`src/rtl/pe_mac_stream.sv`:
```
// Systolic PE: signed fixed-point MAC over a latched number of valid pairs, then a one-cycle drain onto o_out.
// Build option PE_SAT_EN: saturate the scaled result to WIDTH bits (otherwise truncate/wrap).
module pe_mac_stream #(
   parameter int WIDTH     = 8,
   parameter int DECIMAL   = 4,
   parameter int ACC_WIDTH = 20,
   parameter int LEN_W     = 8
) (
   input  logic             clk,
   input  logic             rst,
   input  logic             start,
   input  logic [LEN_W-1:0] len,
   input  logic             i_valid,
   input  logic [WIDTH-1:0] i_in,
   input  logic [WIDTH-1:0] i_w,
   input  logic             i_out_valid,
   input  logic [WIDTH-1:0] i_out,
   output logic             o_valid,
   output logic [WIDTH-1:0] o_in,
   output logic [WIDTH-1:0] o_w,
   output logic             o_out_valid,
   output logic [WIDTH-1:0] o_out,
   output logic             busy,
   output logic             done,
   output logic             o_collide,
   output logic [1:0]       o_dbg_state
);

   typedef enum logic [1:0] {
      S_IDLE  = 2'd0,
      S_ACC   = 2'd1,
      S_DRAIN = 2'd2
   } state_t;

   localparam logic signed [ACC_WIDTH-1:0] SAT_MAX = ACC_WIDTH'((1 << (WIDTH-1)) - 1);
   localparam logic signed [ACC_WIDTH-1:0] SAT_MIN = ACC_WIDTH'(-(1 << (WIDTH-1)));

   state_t                        r_state;
   logic signed [ACC_WIDTH-1:0]   r_acc;
   logic        [LEN_W-1:0]       r_count;
   logic        [LEN_W-1:0]       r_len;

   logic signed [2*WIDTH-1:0]     w_prod;
   logic signed [ACC_WIDTH-1:0]   w_prod_ext;
   logic signed [ACC_WIDTH-1:0]   w_shift;
   logic        [WIDTH-1:0]       w_result;
   logic                          w_last;

   assign w_prod     = $signed(i_in) * $signed(i_w);
   assign w_prod_ext = ACC_WIDTH'(w_prod);
   assign w_shift    = r_acc >>> DECIMAL;
   assign w_last     = (r_count == r_len - LEN_W'(1));

`ifdef PE_SAT_EN
   always_comb begin
      w_result = w_shift[WIDTH-1:0];
      if (w_shift > SAT_MAX)
         w_result = SAT_MAX[WIDTH-1:0];
      else if (w_shift < SAT_MIN)
         w_result = SAT_MIN[WIDTH-1:0];
   end
`else
   assign w_result = w_shift[WIDTH-1:0];
`endif

   // Status decodes come straight off the state register; collision reflects the upstream valid seen in DRAIN.
   assign busy        = (r_state == S_ACC) || (r_state == S_DRAIN);
   assign done        = (r_state == S_DRAIN);
   assign o_collide   = (r_state == S_DRAIN) && i_out_valid;
   assign o_dbg_state = r_state;

   always_ff @(posedge clk) begin
      if (!rst) begin
         r_state     <= S_IDLE;
         r_acc       <= '0;
         r_count     <= '0;
         r_len       <= '0;
         o_valid     <= 1'b0;
         o_in        <= '0;
         o_w         <= '0;
         o_out_valid <= 1'b0;
         o_out       <= '0;
      end else begin
         o_valid     <= i_valid;
         o_in        <= i_in;
         o_w         <= i_w;
         o_out_valid <= i_out_valid;
         o_out       <= i_out;
         case (r_state)
            S_IDLE: begin
               if (start) begin
                  r_len   <= len;
                  r_acc   <= '0;
                  r_count <= '0;
                  r_state <= (len == '0) ? S_DRAIN : S_ACC;
               end
            end
            S_ACC: begin
               if (i_valid) begin
                  r_acc   <= r_acc + w_prod_ext;
                  r_count <= r_count + LEN_W'(1);
                  if (w_last)
                     r_state <= S_DRAIN;
               end
            end
            S_DRAIN: begin
               // Own result wins over upstream traffic in this cycle.
               o_out       <= w_result;
               o_out_valid <= 1'b1;
               r_state     <= S_IDLE;
            end
            default: r_state <= S_IDLE;
         endcase
      end
   end

endmodule

```
`config.mk`:
```
export PLATFORM = sky130hd
export DESIGN_NAME = pe_mac_stream
export DESIGN_NICKNAME = d
export VERILOG_FILES = /design/src/rtl/pe_mac_stream.sv
export SDC_FILE = /design/constraint.sdc
export NUM_CORES = 1
export LEC_CHECK = 0
export ABC_AREA = 1
export BUFFER_PORTS_ARGS = -buffer_cell sky130_fd_sc_hd__buf_4
export CORE_MARGIN = 8
export CORE_UTILIZATION = 40
export CTS_CLUSTER_SIZE = 25
export DETAILED_ROUTE_END_ITERATION = 10
export PLACE_DENSITY = 0.6
export SLEW_MARGIN = 20
export SYNTH_ARGS = -nofsm -noshare
export SYNTH_HDL_FRONTEND = slang
export SYNTH_SLANG_ARGS = --single-unit
```
`constraint.sdc`:
```
create_clock -name clk -period 5.4 [get_ports clk]
set_input_delay 1.08 -clock clk [delete_from_list [all_inputs] [get_ports clk]]
set_output_delay 1.08 -clock clk [all_outputs]
set_load 0.01 [all_outputs]
```
# == After elaboration in Yosys (flattened, before gate mapping) ==
# Cells that the tools add are included.
# word_totals
regBits,64
latchBits,0
ram_bits,0
rom_bits,0
input_bits,37
memories,0
# op_classes
addsub,3
n_mul,1
n_div,0
n_lt_le_gt_ge,0
n_eq_ne,6
shifts,0
muxes,13
bitwise_logic,0
reduce_logical,8
# op_table
cell,count
$mux 20,2
$pmux 20 s2,1
$mux 8,3
$add 20x16->20,1
$mul 8x8->16,1
$pmux 8 s2,1
$add 8x1->8 const B,1
$eq 8x8->1,1
$logic_not 8->1,1
$mux 2,4
$sub 8x1->8 const B,1
$ne 2x2->1 const B,3
$reduce_and 3->1,2
$pmux 2 s2,1
$eq 2x1->1 const B,1
$eq 2x2->1 const B,1
$logic_not 2->1,1
$reduce_and 2->1,1
$reduce_bool 2->1,1
$logic_and 1x1->1,1
$logic_or 1x1->1,1
$mux 1,1

# == Logic depth before layout (Yosys ltp) ==
# depth
word_depth,5
depth_mapped,25

# == Least setup slack after synthesis ==
# No wires, ideal clock.
# synth_timing
kind,input to register
from,in i_in[0]
to,reg r_acc[10]
setup_time_ps,71
arrival_ps,5146
required_time_ps,5329
path_slack_ps,183
path_stages,18
n_path_buf,1
path_cell_list,clkbuf_1 or2_2 fa_1 fa_1 inv_1 fa_1 fa_1 fa_1 ha_1 o21ai_0 nand2_1 nand2_1 nand2_1 a21oi_1 nor2_1 nor2_1 nand2_1 a21oi_1
# synth_via
elab_chain_len,4
# synth_rtl
element,line,source
"start, declared",14,"input logic [WIDTH-1:0] i_in,"
$mul 8x8->16,49,assign w_prod = $signed(i_in) * $signed(i_w);
$add 20x16->20,100,r_acc <= r_acc + w_prod_ext;
$mux 20,99,if (i_valid) begin
$pmux 20 s2,89,case (r_state)
"end signal, assigned",100,
"end, declared",39,logic signed [ACC_WIDTH-1:0] r_acc;
# No other way between the ends. The select of a mux whose other input is x is not followed.
# A chain may end at the register's enable or synchronous reset.

# == Worst setup path after layout ==
# layout_timing
from,in i_w[7]
to,reg r_acc[10]
# layout_via
elab_chain_len,4
# layout_rtl
element,line,source
"start, declared",15,"input logic [WIDTH-1:0] i_w,"
$mul 8x8->16,49,
$add 20x16->20,100,
$mux 20,99,
$pmux 20 s2,89,
# No other way between the ends. The select of a mux whose other input is x is not followed.

==> impl_metrics.json <==
{
  "status": "finished clean",
  "rrSetupSlack_ns": 1.11,
  "num_antenna_cells": 0,
  "synth-seq-cells": 56,
  "cts_resized": 0,
  "cp-startpoint": "i_w[7]",
  "synth-edff-count": 0,
  "layout_common_cells": "nand2_1 (166), inv_1 (133), buf_4 (69)",
  "worstRegToRegCells": 21,
  "synthesis.nets": 735,
  "power_density_nw_per_um2": 457,
  "die_area_sq_um": 15100,
  "crit_required_ns": 5.62,
  "crit_top_cell": "fa_1",
  "cpPeakStageDelay_ns": 0.58,
  "cts.sink_count": 56,
  "slowest_stage": "fa_1",
  "cp-end-kind": "flop",
  "drt_wl_total_mm": 11.1,
  "fin_tns_setup_ns": 0,
  "hold_buffers": 0,
  "start_util_pct": 40.5,
  "ys_types": 41,
  "syn_avg_cell_area_sq_um": 7.42,
  "startpoint_type": "primary input",
  "cp_max_fo": 5,
  "dp_hpwl_mm": 8.73,
  "dieHeight_um": 123,
  "syn_inst": 618,
  "wire_per_inst_um": 13.6,
  "hold_viol": 0,
  "hold_path_class": "reg2reg",
  "cts_buffers": 5,
  "r2r_start": "r_acc[6]$_SDFFE_PN0P_",
  "synth_ff_type": "dfxtp_1",
  "clockBufferDepth": 2,
  "arrival_ns": 5.30,
  "cap_violations": 0,
  "clkTransAtPathRegs_ns": 0.08,
  "worstSetupEndpoint": "r_acc[10]$_SDFFE_PN0P_",
  "vias": 3877,
  "max-slew-margin-rel_pct": 61.3,
  "grt_pass1_wl_mm": 18.3,
  "final_common_cell": "nand2_1",
  "ir_drop_v": 0.000218,
  "firstDrtPassIters": 4,
  "dp_slack_ns": 0.0224,
  "setup_viol": 0,
  "synth_area_sq_um": 4580,
  "grt_max_degree": 36,
  "place_area_sq_um": 5170,
  "grtUsageTotal_pct": 15.0,
  "drv_slew": 0,
  "timing.rr.end": "r_acc[10]$_SDFFE_PN0P_",
  "core_area_sq_um": 11300,
  "regArea_sq_um": 1120,
  "drcViolationCount": 0,
  "fin_crit_sh_pct": 94.0,
  "cts_root_buf": "clkbuf_16",
  "tightest_slew_ns": 0.579,
  "power.leakage_uw": 0.00302,
  "clock_skew_ns": 0.00740,
  "path_class": "in2reg",
  "antenna_found_initial": 0,
  "htree_levels": 2,
  "drive_above_1_share_pct": 14.4,
  "rsz0062_at_grt": "no",
  "via_per_inst": 4.75,
  "post_cts_buffers": 0,
  "stdcell_area_sq_um": 5340,
  "nets": 789,
  "post-route-min-period_ns": 5.07,
  "gp_congestion": 0.799,
  "async_flop_share_pct": 0,
  "clock_latency_ns": 0.30,
  "ant_nets": 0,
  "clock.fmax_mhz": 197,
  "total_power_uw": 2440,
  "grt_pass1_vias": 3794,
  "drt_iter0_drc": 216,
  "std_cell_rows": 39,
  "die_x_um": 123,
  "fill_cells": 1156,
  "multi_input_area_sq_um": 2830,
  "yosysWarnings": 0,
  "setup_ws_ns": 0.326,
  "area_growth_pct": 16.6,
  "cp_cell_sequence": "buf_4 > inv_1 > or2_2 > fa_1 > fa_1 > inv_1 > fa_1 > fa_1 > fa_1 > ha_1 > o21ai_0 > nand2_1 > nand2_1 > nand2_1 > a21oi_1 > nor2_1 > nor2_1 > nand2_1 > a21oi_1",
  "synth_sequential_area_ratio_pct": 24.5,
  "cts_tree": "yes",
  "io_buffers": 67,
  "io_pins": 68,
  "grt_overflow": 0
}
how the worst min path moves through the flow:
stage | from | slack [ns] | to | depth (start not counted)
after floorplan | r_acc[1]$_SDFFE_PN0P_ | 0.44 | r_acc[1]$_SDFFE_PN0P_ | 2
after global placement | r_acc[3]$_SDFFE_PN0P_ | 0.46 | r_acc[3]$_SDFFE_PN0P_ | 2
after detailed placement | r_acc[3]$_SDFFE_PN0P_ | 0.46 | r_acc[3]$_SDFFE_PN0P_ | 2
after CTS | r_acc[3]$_SDFFE_PN0P_ | 0.47 | r_acc[3]$_SDFFE_PN0P_ | 2
after global routing | r_acc[1]$_SDFFE_PN0P_ | 0.48 | r_acc[1]$_SDFFE_PN0P_ | 2
final | r_acc[3]$_SDFFE_PN0P_ | 0.47 | r_acc[3]$_SDFFE_PN0P_ | 2
critical path, delay by kind of cell:
kind / cells / cell delay, ns
AOI/OAI and AO/OA: 3 / 0.36
adders and majority gates: 6 / 2.96
buffers and inverters: 3 / 0.18
and+or+nand+nor: 7 / 0.71
synth_stat cells, types with 12 or more instances:
| cell | count | area, sq um |
|---|---|---|
| inv_1 | 133 | 499 |
| o21ai_0 | 21 | 105 |
| fa_1 | 47 | 941 |
| nand3_1 | 15 | 75.1 |
| dfxtp_1 | 56 | 1120 |
| clkbuf_1 | 12 | 45.0 |
| nand2_1 | 166 | 623 |
| ha_1 | 33 | 413 |
| a21oi_1 | 34 | 170 |
| nor2_1 | 42 | 158 |
report_power, final:
part	switching (uW)	leakage (uW)	internal [uW]
clock	155	0.0000798	218
sequential	57.1	0.000462	484
combinational	930	0.00248	595
registers in the layout (all words and copies together), names as in the netlist:
name	cells
o_out_valid	1
r_acc	12
o_in	8
r_count	8
o_w	8
o_out	8
r_len	8
o_valid	1
o_dbg_state	2
routing by layer:
| metal | GRT usage (%) | up-vias | wire [um] |
|---|---|---|---|
| li1 | - | 1953 | - |
| met1 | 20.4 | 1819 | 5110 |
| met2 | 24.0 | 95 | 5070 |
| met3 | 2.97 | 10 | 778 |
| met4 | 3.61 | 0 | 108 |
| met5 | 0 | - | 0 |
through the flow:
stage               hold slack, ns  utilization (%)  cells
floorplan                    0.445                -    618
global placement             0.455             45.7    808
detailed placement           0.456             45.7    808
CTS                          0.467             47.2    816
global route                 0.480             47.2    816
finish                       0.467             47.2    816
area by class of cell:
| cell class | count | area share (%) |
|---|---|---|
| multi-input combinational | 399 | 52.9 |
| clock inverter | 3 | 0.796 |
| clock buffer | 5 | 2.34 |
| tap | 143 | 3.35 |
| sequential | 56 | 21.0 |
| timing repair buffer | 69 | 9.70 |
| inverter | 141 | 9.95 |
cell families (layout without fill, tap and decap cells):
kind of cell	count (synthesis)	count (layout)	synth area share [%]
simple gates	242	242	22.0
buf+inv	163	218	13.9
fa+ha+maj	80	80	29.5
compound gates	67	67	8.05
flops	56	56	24.5
xor+xnor	10	10	2.07
No activity file was read; power rests on OpenSTA's default activity.
